## config.mk

```make
export PLATFORM = sky130hd
export DESIGN_NAME = program_sequencer
export DESIGN_NICKNAME = d
export VERILOG_FILES = /design/src/rtl/prog_seq_pkg.sv /design/src/rtl/watchdog_timer.sv /design/src/rtl/program_sequencer.sv
export SDC_FILE = /design/constraint.sdc
export NUM_CORES = 1
export LEC_CHECK = 0
export ABC_CLOCK_PERIOD_IN_PS = 2510
export CORE_MARGIN = 2
export CORE_UTILIZATION = 44
export CTS_BUF_LIST = sky130_fd_sc_hd__clkbuf_8 sky130_fd_sc_hd__clkbuf_16
export DETAILED_ROUTE_END_ITERATION = 10
export DONT_BUFFER_PORTS = 1
export GPL_TIMING_DRIVEN = 0
export HOLD_SLACK_MARGIN = 0.08
export PLACE_DENSITY = 0.63
export SLEW_MARGIN = 30
export SYNTH_ARGS = -nofsm -noshare
export SYNTH_HDL_FRONTEND = slang
export SYNTH_SLANG_ARGS = --single-unit
export TNS_END_PERCENT = 20
```

## constraint.sdc

```tcl
create_clock -name clk_50MHz -period 2.51 [get_ports clk_50MHz]
set_input_delay 0.251 -clock clk_50MHz [delete_from_list [all_inputs] [get_ports clk_50MHz]]
set_output_delay 0.251 -clock clk_50MHz [all_outputs]
set_load 0.03 [all_outputs]
```

## src/rtl/prog_seq_pkg.sv

```systemverilog
`default_nettype none
// ============================================================================
//  Module      : prog_seq_pkg
//  Description : Shared opcode constants, opcode field range and sequencer
//                state encoding for program_sequencer and its testbench.
//  Revision    : 1.0 - initial release
// ============================================================================
package prog_seq_pkg;

    // Opcode field position inside a 16-bit program word
    localparam int OP_HI = 15;
    localparam int OP_LO = 12;

    // Opcodes the sequencer itself interprets
    localparam logic [3:0] MVI_OP  = 4'h1;
    localparam logic [3:0] HALT_OP = 4'hF;

    // Sequencer state encoding
    localparam int STATE_W = 4;
    typedef logic [STATE_W-1:0] state_t;

    localparam logic [3:0] S_IDLE      = 4'd0;
    localparam logic [3:0] S_FETCH     = 4'd1;
    localparam logic [3:0] S_DECODE    = 4'd2;
    localparam logic [3:0] S_IMM_FETCH = 4'd3;
    localparam logic [3:0] S_IMM_LOAD  = 4'd4;
    localparam logic [3:0] S_ISSUE     = 4'd5;
    localparam logic [3:0] S_WAIT_DONE = 4'd6;
    localparam logic [3:0] S_HALTED    = 4'd7;
    localparam logic [3:0] S_FAULT     = 4'd8;

    // Extract the opcode field from a program word
    function automatic logic [3:0] opcode_of(input logic [15:0] word);
        return word[OP_HI:OP_LO];
    endfunction

endpackage
`default_nettype wire

```

## src/rtl/watchdog_timer.sv

```systemverilog
`default_nettype none
// ============================================================================
//  Module      : watchdog_timer
//  Description : Counts enabled cycles since the last clear and flags
//                expiry on the WDT_CYCLES-th enabled cycle. The count
//                saturates so expiry stays asserted while enabled.
//  Revision    : 1.0 - initial release
// ============================================================================
module watchdog_timer #(
    parameter int WDT_CYCLES = 64
) (
    input  logic clk_i,
    input  logic rst_i,
    input  logic clear_i,
    input  logic enable_i,
    output logic expired_o
);

    localparam int             CNT_W  = (WDT_CYCLES > 1) ? $clog2(WDT_CYCLES) : 1;
    localparam logic [CNT_W-1:0] C_LAST = CNT_W'(WDT_CYCLES - 1);

    logic [CNT_W-1:0] count_q;
    logic [CNT_W-1:0] count_d;

    // Next count: clear wins, otherwise advance while enabled up to the last value
    always_comb begin
        count_d = count_q;
        if (clear_i) begin
            count_d = '0;
        end else if (enable_i && (count_q != C_LAST)) begin
            count_d = count_q + {{(CNT_W-1){1'b0}}, 1'b1};
        end
    end

    // Count register with synchronous reset
    always_ff @(posedge clk_i) begin
        if (rst_i) begin
            count_q <= '0;
        end else begin
            count_q <= count_d;
        end
    end

    assign expired_o = enable_i && (count_q == C_LAST);

endmodule
`default_nettype wire

```

## src/rtl/program_sequencer.sv

```systemverilog
`default_nettype none
// ============================================================================
//  Module      : program_sequencer
//  Description : Fetches words from a synchronous program ROM, issues them to
//                a processor with a one-cycle run strobe, supplies the mvi
//                immediate while waiting, and retires on the done pulse.
//                A watchdog faults the sequencer if done never arrives.
//  Revision    : 1.0 - initial release
// ============================================================================
module program_sequencer
    import prog_seq_pkg::*;
#(
    parameter int ADDR_W     = 8,
    parameter int WDT_CYCLES = 64
) (
    input  logic              clk_50MHz,
    input  logic              reset,
    input  logic              start,
    output logic [ADDR_W-1:0] rom_addr,
    input  logic [15:0]       rom_data,
    output logic [15:0]       DIN,
    output logic              run,
    input  logic              done,
    output logic              busy,
    output logic              halted,
    output logic              fault,
    output logic [15:0]       instr_count
);

    localparam logic [ADDR_W-1:0] C_PC_ONE = {{(ADDR_W-1){1'b0}}, 1'b1};

    state_t            state_q, state_d;
    logic [ADDR_W-1:0] pc_q,    pc_d;
    logic [15:0]       ir_q,    ir_d;
    logic [15:0]       imm_q,   imm_d;
    logic [15:0]       din_q,   din_d;
    logic [15:0]       count_q, count_d;
    logic              wdt_clear;
    logic              wdt_enable;
    logic              wdt_expired;

    assign wdt_clear  = (state_q == S_ISSUE);
    assign wdt_enable = (state_q == S_WAIT_DONE);

    watchdog_timer #(
        .WDT_CYCLES (WDT_CYCLES)
    ) u_wdt (
        .clk_i     (clk_50MHz),
        .rst_i     (reset),
        .clear_i   (wdt_clear),
        .enable_i  (wdt_enable),
        .expired_o (wdt_expired)
    );

    // Sequencer next-state logic; DIN is loaded on entry to ISSUE and WAIT_DONE
    // so the processor sees a registered word in both states.
    always_comb begin
        state_d = state_q;
        pc_d    = pc_q;
        ir_d    = ir_q;
        imm_d   = imm_q;
        din_d   = din_q;
        count_d = count_q;
        case (state_q)
            S_IDLE, S_HALTED: begin
                if (start) begin
                    pc_d    = '0;
                    count_d = '0;
                    state_d = S_FETCH;
                end
            end
            S_FETCH: begin
                state_d = S_DECODE;
            end
            S_DECODE: begin
                if (opcode_of(rom_data) == HALT_OP) begin
                    state_d = S_HALTED;
                end else begin
                    ir_d = rom_data;
                    pc_d = pc_q + C_PC_ONE;
                    if (opcode_of(rom_data) == MVI_OP) begin
                        state_d = S_IMM_FETCH;
                    end else begin
                        din_d   = rom_data;
                        state_d = S_ISSUE;
                    end
                end
            end
            S_IMM_FETCH: begin
                state_d = S_IMM_LOAD;
            end
            S_IMM_LOAD: begin
                imm_d   = rom_data;
                pc_d    = pc_q + C_PC_ONE;
                din_d   = ir_q;
                state_d = S_ISSUE;
            end
            S_ISSUE: begin
                din_d   = (opcode_of(ir_q) == MVI_OP) ? imm_q : ir_q;
                state_d = S_WAIT_DONE;
            end
            S_WAIT_DONE: begin
                // done on the expiry cycle still retires the instruction
                if (done) begin
                    if (count_q != 16'hFFFF) begin
                        count_d = count_q + 16'd1;
                    end
                    state_d = S_FETCH;
                end else if (wdt_expired) begin
                    state_d = S_FAULT;
                end
            end
            S_FAULT: begin
                state_d = S_FAULT;
            end
            default: begin
                state_d = S_IDLE;
            end
        endcase
    end

    // State and datapath registers with synchronous reset
    always_ff @(posedge clk_50MHz) begin
        if (reset) begin
            state_q <= S_IDLE;
            pc_q    <= '0;
            ir_q    <= '0;
            imm_q   <= '0;
            din_q   <= '0;
            count_q <= '0;
        end else begin
            state_q <= state_d;
            pc_q    <= pc_d;
            ir_q    <= ir_d;
            imm_q   <= imm_d;
            din_q   <= din_d;
            count_q <= count_d;
        end
    end

    assign rom_addr    = pc_q;
    assign DIN         = din_q;
    assign instr_count = count_q;
    assign run         = (state_q == S_ISSUE);
    assign busy        = (state_q == S_FETCH)     || (state_q == S_DECODE)   ||
                         (state_q == S_IMM_FETCH) || (state_q == S_IMM_LOAD) ||
                         (state_q == S_ISSUE)     || (state_q == S_WAIT_DONE);
    assign halted      = (state_q == S_HALTED);
    assign fault       = (state_q == S_FAULT);

endmodule
`default_nettype wire

```

==> results of run 1 <==
[cells by family (layout without fill, tap and decap cells)]
| logic type | count (synthesis) | count (layout) | share of synthesized area, % |
|---|---|---|---|
| AO/OA/AOI/OAI | 132 | 132 | 22.3 |
| AND/OR/NAND/NOR | 204 | 204 | 25.2 |
| buffers and inverters | 42 | 79 | 4.54 |
| multiplexers | 14 | 14 | 3.93 |
| adder cells (fa/ha/maj) | 3 | 3 | 0.966 |
| XOR/XNOR | 4 | 4 | 0.902 |
| flip-flops | 82 | 82 | 42.3 |
[state kept, by name, indices dropped and copies added, names as in the netlist]
signal,cells
instr_count,16
rom_addr,8
state_q,4
DIN,16
imm_q,16
u_wdt.count_q,6
ir_q,16
[per-layer routing]
metal	GRT usage, %	part of all wire (%)	up-vias
met5	0	0	-
met4	7.16	1.2	0
met3	6.16	6.7	11
met2	33.8	45	91
met1	30.5	47	1738
li1	-	-	1779
[cell type report]
cell class / count / area, um^2
buffer: 36 / 161
clock buffer: 10 / 138
clock inverter: 6 / 71.3
fill: 872 / 4170
inverter: 6 / 22.5
multi-input combinational: 357 / 2090
sequential: 82 / 1650
tap: 108 / 135
timing repair buffer: 21 / 194
[worst max-delay path, delay by kind of cell, from the launching register on]
family / cells / cell delay (ns)
AO/OA/AOI/OAI: 3 / 0.48
flip-flops: 1 / 0.59
AND/OR/NAND/NOR: 2 / 0.76
buffers and inverters: 2 / 0.36
[where the power goes]
part | switching, mW | total [mW] | internal, mW
Sequential | 0.191 | 1.61 | 1.42
Combinational | 0.493 | 0.783 | 0.290
Clock | 0.526 | 1.02 | 0.497
[final timing paths]
| path | start | to | slack, ns | cells after the start |
|---|---|---|---|---|
| worst max-delay path | instr_count[10] | instr_count[5] | 0.20 | 7 |
| worst min-delay path | done | instr_count[1] | 0.10 | 3 |
| worst max register to register | instr_count[10] | instr_count[5] | 0.20 | 7 |
| worst min register to register | imm_q[3] | imm_q[3] | 0.46 | 2 |
[layout by cell type, fill, tap and decap left out, types with 5 or more instances in the layout]
master / instances
a211o_1: 15
a21oi_1: 57
a31oi_1: 10
and3_1: 11
buf_2: 10
clkbuf_1: 18
clkbuf_2: 6
clkbuf_8: 10
dfxtp_1: 76
dlygate4sd3_1: 17
inv_1: 6
mux2i_1: 13
nand2_1: 88
nand3_1: 14
nand4_1: 8
nor2_1: 46
o21ai_0: 21
o31ai_1: 7
or3b_2: 5
[through the flow]
stage / utilization (%) / worst slack [ns] / setup TNS (ns)
floorplan: - / 0.0634 / 0
global placement: 46.6 / -0.280 / -3.24
detailed placement: 46.7 / -0.287 / -3.75
CTS: 51.4 / 0.0431 / 0
global route: 51.7 / 0.0447 / 0
finish: 51.7 / 0.203 / 0
[timing repair]
action / in CTS / in global routing
setup buffers: 2 / 0
resized for setup: 4 / 18
hold endpoints to repair: 32 / 0
pin swaps: 1 / 0
gates cloned: 0 / 0
setup endpoints to repair: 30 / 27
hold buffers: 17 / 0
==> results.sh, run 1 <==
export IMPL_final_area_um2=4470
export IMPL_io_buffers=0
export IMPL_dp_final_hpwl_mm=7.09
export IMPL_synth_top_area_cell="dfxtp_1"
export IMPL_drive_above_1_share_pct=12.2
export IMPL_rsz0062_at_grt="no"
export IMPL_grt_pass1_vias=3445
export IMPL_grt_overflow=0
export IMPL_clock_root_buffer="clkbuf_8"
export IMPL_die_area_um2=9600
export IMPL_via_per_inst=5.78
export IMPL_slowest_delay_ns=0.59
export IMPL_crit_required_ns=2.77
export IMPL_mappedNetlistArea_um2=3880
export IMPL_path_class="flip-flop to flip-flop"
export IMPL_slew_violations=0
export IMPL_peakVddDrop_mv=0.303
export IMPL_critPathArrivalTime_ns=2.56
export IMPL_grt_max_degree=16
export IMPL_fin_cells=626
export IMPL_hold_ws_ns=0.104
export IMPL_hold_path_class="input port to flip-flop"
export IMPL_p_leak_nw=1.64
export IMPL_synth_ff_type="dfxtp_1"
export IMPL_async_flop_share_pct=0
export IMPL_power_mw=3.42
export IMPL_yosysUniqueCellTypes=51
export IMPL_clock_sinks=82
export IMPL_syn_area_per_cell_um2=8.08
export IMPL_startpoint_type="flip-flop"
export IMPL_ant_nets=0
export IMPL_skew_ns=0.0122
export IMPL_fin_nets=536
export IMPL_cp_slowest_cell="dfxtp_1"
export IMPL_place_gp_congestion=0.826
export IMPL_drc=0
export IMPL_cts_tree="built"
export IMPL_synth_top_area_share_pct=42.3
export IMPL_core_um2=8640
export IMPL_synth_seq_area_share_pct=42.3
export IMPL_status="complete, no violations"
export IMPL_syn_nets=504
export IMPL_crit_path_end_kind="flip-flop"
export IMPL_die_h_um=98.0
export IMPL_hold_viol=0
export IMPL_fmax_mhz=433
export IMPL_dp_cells=591
export IMPL_period_minus_slack_ns=2.31
export IMPL_dr_total_vias=3619
export IMPL_num_rows=34
export IMPL_yosys_top_cells_count="nand2_1 (88), dfxtp_1 (82), a21oi_1 (57), nor2_1 (46), clkbuf_1 (24)"
export IMPL_grt_pass1_wl_mm=17.3
export IMPL_syn_inst=481
export IMPL_antennaDiodeCount=0
export IMPL_drtIter0Drc=148
export IMPL_synth_area_leaders="dfxtp_1 (42%), nand2_1 (8.5%), a21oi_1 (7.3%)"
export IMPL_area_growth_synth_to_final_pct=15.0
export IMPL_worstPathMaxFanout=10
export IMPL_tightest_slew_ns=0.655
export IMPL_placedInstanceArea_um2=4040
export IMPL_synth_edf_count=0
export IMPL_drt_first_pass_iters=4
export IMPL_numCtsBuffers=9
export IMPL_maxCapViolCount=0
export IMPL_power_density_nw_per_um2=765
export IMPL_slew_headroom_pct=56.2
export IMPL_synth_seq_cells=82
export IMPL_ys_warn_count=0
export IMPL_synth_most_common_cell="nand2_1"
export IMPL_grt_antenna_before_repair=0
export IMPL_clk_pin_slew_ns=0.08
export IMPL_die_width_um=98.0
export IMPL_grt_usage_pct=22.2
export IMPL_finalCritPeriodShare_pct=91.9
export IMPL_cts_buffer_depth=2
export IMPL_wl_per_cell_um=16.6
export IMPL_ioPinCount=64
export IMPL_setup_violations=0
export IMPL_start_util_pct=45.0
export IMPL_cts_max_level=3
export IMPL_clk_latency_ns=0.37
export IMPL_crit_chain="nand4_2 -> or4_1 -> buf_2 -> a311oi_4 -> buf_6 -> o21ai_0 -> o41ai_1"
export IMPL_routed_wl_mm=10.4
No activity file was read; power rests on OpenSTA's default activity.
==> inputs of run 2 (changes only) <==
==> constraint.sdc (replaced) <==
create_clock -name clk_50MHz -period 2.51 [get_ports clk_50MHz]
set_input_delay 0.251 -clock clk_50MHz [delete_from_list [all_inputs] [get_ports clk_50MHz]]
set_output_delay 0.251 -clock clk_50MHz [all_outputs]
set_load 0.02 [all_outputs]
==> results.sh, run 2 (synthesis results as in run 1) <==
export IMPL_status="complete, no violations"
export IMPL_grt_overflow=0
export IMPL_cp_slowest_cell="or4_1"
export IMPL_period_minus_slack_ns=2.29
export IMPL_clk_pin_slew_ns=0.08
export IMPL_grt_pass1_wl_mm=17.4
export IMPL_die_h_um=98.0
export IMPL_fmax_mhz=436
export IMPL_critPathTopFamily="simple AND/OR/NAND/NOR gates"
export IMPL_core_um2=8640
export IMPL_worstHoldPathCells=3
export IMPL_antennaDiodeCount=0
export IMPL_peakVddDrop_mv=0.329
export IMPL_min_to="instr_count[1]"
export IMPL_slew_headroom_pct=50.2
export IMPL_ff2ff_setup_slack_ns=0.22
export IMPL_dr_total_vias=3612
export IMPL_power_density_nw_per_um2=787
export IMPL_drtIter0Drc=176
export IMPL_worst_path_buf_inv=2
export IMPL_power_frac_clock_pct=33.3
export IMPL_rr_endpoint="instr_count[5]"
export IMPL_slew_violations=0
export IMPL_final_cell_mix="nand2_1 (88), dfxtp_1 (80), a21oi_1 (57), nor2_1 (46), o21ai_0 (21)"
export IMPL_intPower_mw=2.37
export IMPL_crit_path_end_kind="flip-flop"
export IMPL_die_width_um=98.0
export IMPL_cts_tree="built"
export IMPL_drc=0
export IMPL_critPathArrivalTime_ns=2.56
export IMPL_fin_nets=533
export IMPL_slowest_delay_ns=0.53
export IMPL_skew_ns=0.0120
export IMPL_crit_chain="ha_1 -> nand3_2 -> or4_1 -> buf_2 -> a311oi_4 -> buf_6 -> o21ai_0 -> o41ai_1"
export IMPL_io_buffers=0
export IMPL_seqPwrFrac_pct=44.7
export IMPL_grt_antenna_before_repair=0
export IMPL_comb_power_share_pct=22.0
export IMPL_drt_first_pass_iters=5
export IMPL_start_util_pct=45.0
export IMPL_layout_commonest_cell="nand2_1"
export IMPL_grt_pass1_vias=3459
export IMPL_switching_share_pct=32.6
export IMPL_crit_required_ns=2.77
export IMPL_worstPathMaxFanout=10
export IMPL_hold_path_class="input port to flip-flop"
export IMPL_ant_nets=0
export IMPL_via_per_inst=5.80
export IMPL_grt_max_degree=15
export IMPL_min_delay_start="done"
export IMPL_rsz0062_at_grt="no"
export IMPL_routed_wl_mm=10.3
export IMPL_clock_root_buffer="clkbuf_8"
export IMPL_die_area_um2=9600
export IMPL_cts_buffer_depth=2
export IMPL_path_class="flip-flop to flip-flop"
export IMPL_num_rows=34
export IMPL_setup_tns_ns=0
export IMPL_ioPinCount=64
export IMPL_drive_above_1_share_pct=10.5
export IMPL_tightest_slew_ns=0.741
export IMPL_dp_final_hpwl_mm=7.08
export IMPL_cts_max_level=3
export IMPL_r2r_start="instr_count[0]"
export IMPL_reg2reg_depth=8
export IMPL_netSwitchingPower_mw=1.15
export IMPL_hold_viol=0
export IMPL_clock_sinks=82
export IMPL_wl_per_cell_um=16.6
export IMPL_area_growth_synth_to_final_pct=15.1
export IMPL_clk_latency_ns=0.37
export IMPL_p_leak_nw=1.64
export IMPL_startpoint_type="flip-flop"
export IMPL_finalCritPeriodShare_pct=91.4
export IMPL_numCtsBuffers=9
export IMPL_setup_violations=0
export IMPL_power_mw=3.52
export IMPL_place_gp_congestion=0.826
export IMPL_maxCapViolCount=0
export IMPL_grt_usage_pct=22.3
export IMPL_fillCellCount=852
-- run 2: changes by cell type in the layout (fill, tap and decap cells not counted), sizes merged --
cell,change
buf,-3
clkbuf,-1
bufinv,+2
inv,-1
-- run 2: layout make-up --
| type | instances | area (um^2) | share of cell area, % |
|---|---|---|---|
| Clock buffer | 9 | 124 | 2.77 |
| Multi-Input combinational cell | 357 | 2090 | 46.8 |
| Tap cell | 108 | 135 | 3.02 |
| Clock inverter | 7 | 118 | 2.63 |
| Inverter | 6 | 22.5 | 0.504 |
| Buffer | 36 | 159 | 3.55 |
| Sequential cell | 82 | 1640 | 36.8 |
| Timing Repair Buffer | 18 | 178 | 3.97 |
-- run 2: worst max path at each step --
| stage | from | depth (start not counted) | slack (ns) | to |
|---|---|---|---|---|
| 6_report | instr_count[0] | 8 | 0.22 | instr_count[5] |
| 5_1_grt | state_q[2] | 8 | 0.007 | DIN[9] |
| 4_1_cts | instr_count[0] | 7 | 0.01 | instr_count[2] |
| 3_5_place_dp | instr_count[1] | 8 | -0.20 | instr_count[5] |
| 3_3_place_gp | instr_count[1] | 8 | -0.19 | instr_count[11] |
| 2_1_floorplan | instr_count[0] | 8 | 0.15 | instr_count[5] |
-- run 2: repair_timing --
item / 4_1_cts / 5_1_grt
setup buffers: 1 / 0
hold buffers: 17 / 0
setup endpoints to repair: 30 / 26
pin swaps: 1 / 0
resized for setup: 3 / 10
endpoints found under the hold margin: 32 / 0
-- run 2: metrics by stage --
stage	utilization [%]	hold slack, ns	worst slack, ns	cells	instance area [um^2]
2_1_floorplan	-	0.358	0.153	481	3880
3_3_place_gp	46.6	0.364	-0.189	589	4020
3_5_place_dp	46.6	0.365	-0.205	589	4030
4_1_cts	51.6	0.0929	0.0115	623	4450
5_1_grt	51.8	0.111	0.00741	623	4470
6_report	51.8	0.106	0.216	623	4470
-- run 2: power groups by stage --
stage | clock network [mW] | registers, mW | logic (mW)
after floorplan | 0 | 1.58 | 0.556
after global placement | 0 | 1.60 | 0.715
after detailed placement | 0 | 1.60 | 0.728
after CTS | 1.19 | 1.57 | 0.764
after global routing | 1.24 | 1.59 | 0.870
final | 1.17 | 1.57 | 0.775
-- run 2: routing by layer --
layer	GRT usage (%)	share of wire, %
met4	7.91	1.7
met1	31.1	46
met5	0	0
met3	5.08	6.8
met2	34.0	45
-- run 2: tightest hold or removal path: stages --
cell	delay, ns
a31oi_1	0.06
nand2_1	0.07
a21oi_1	0.05
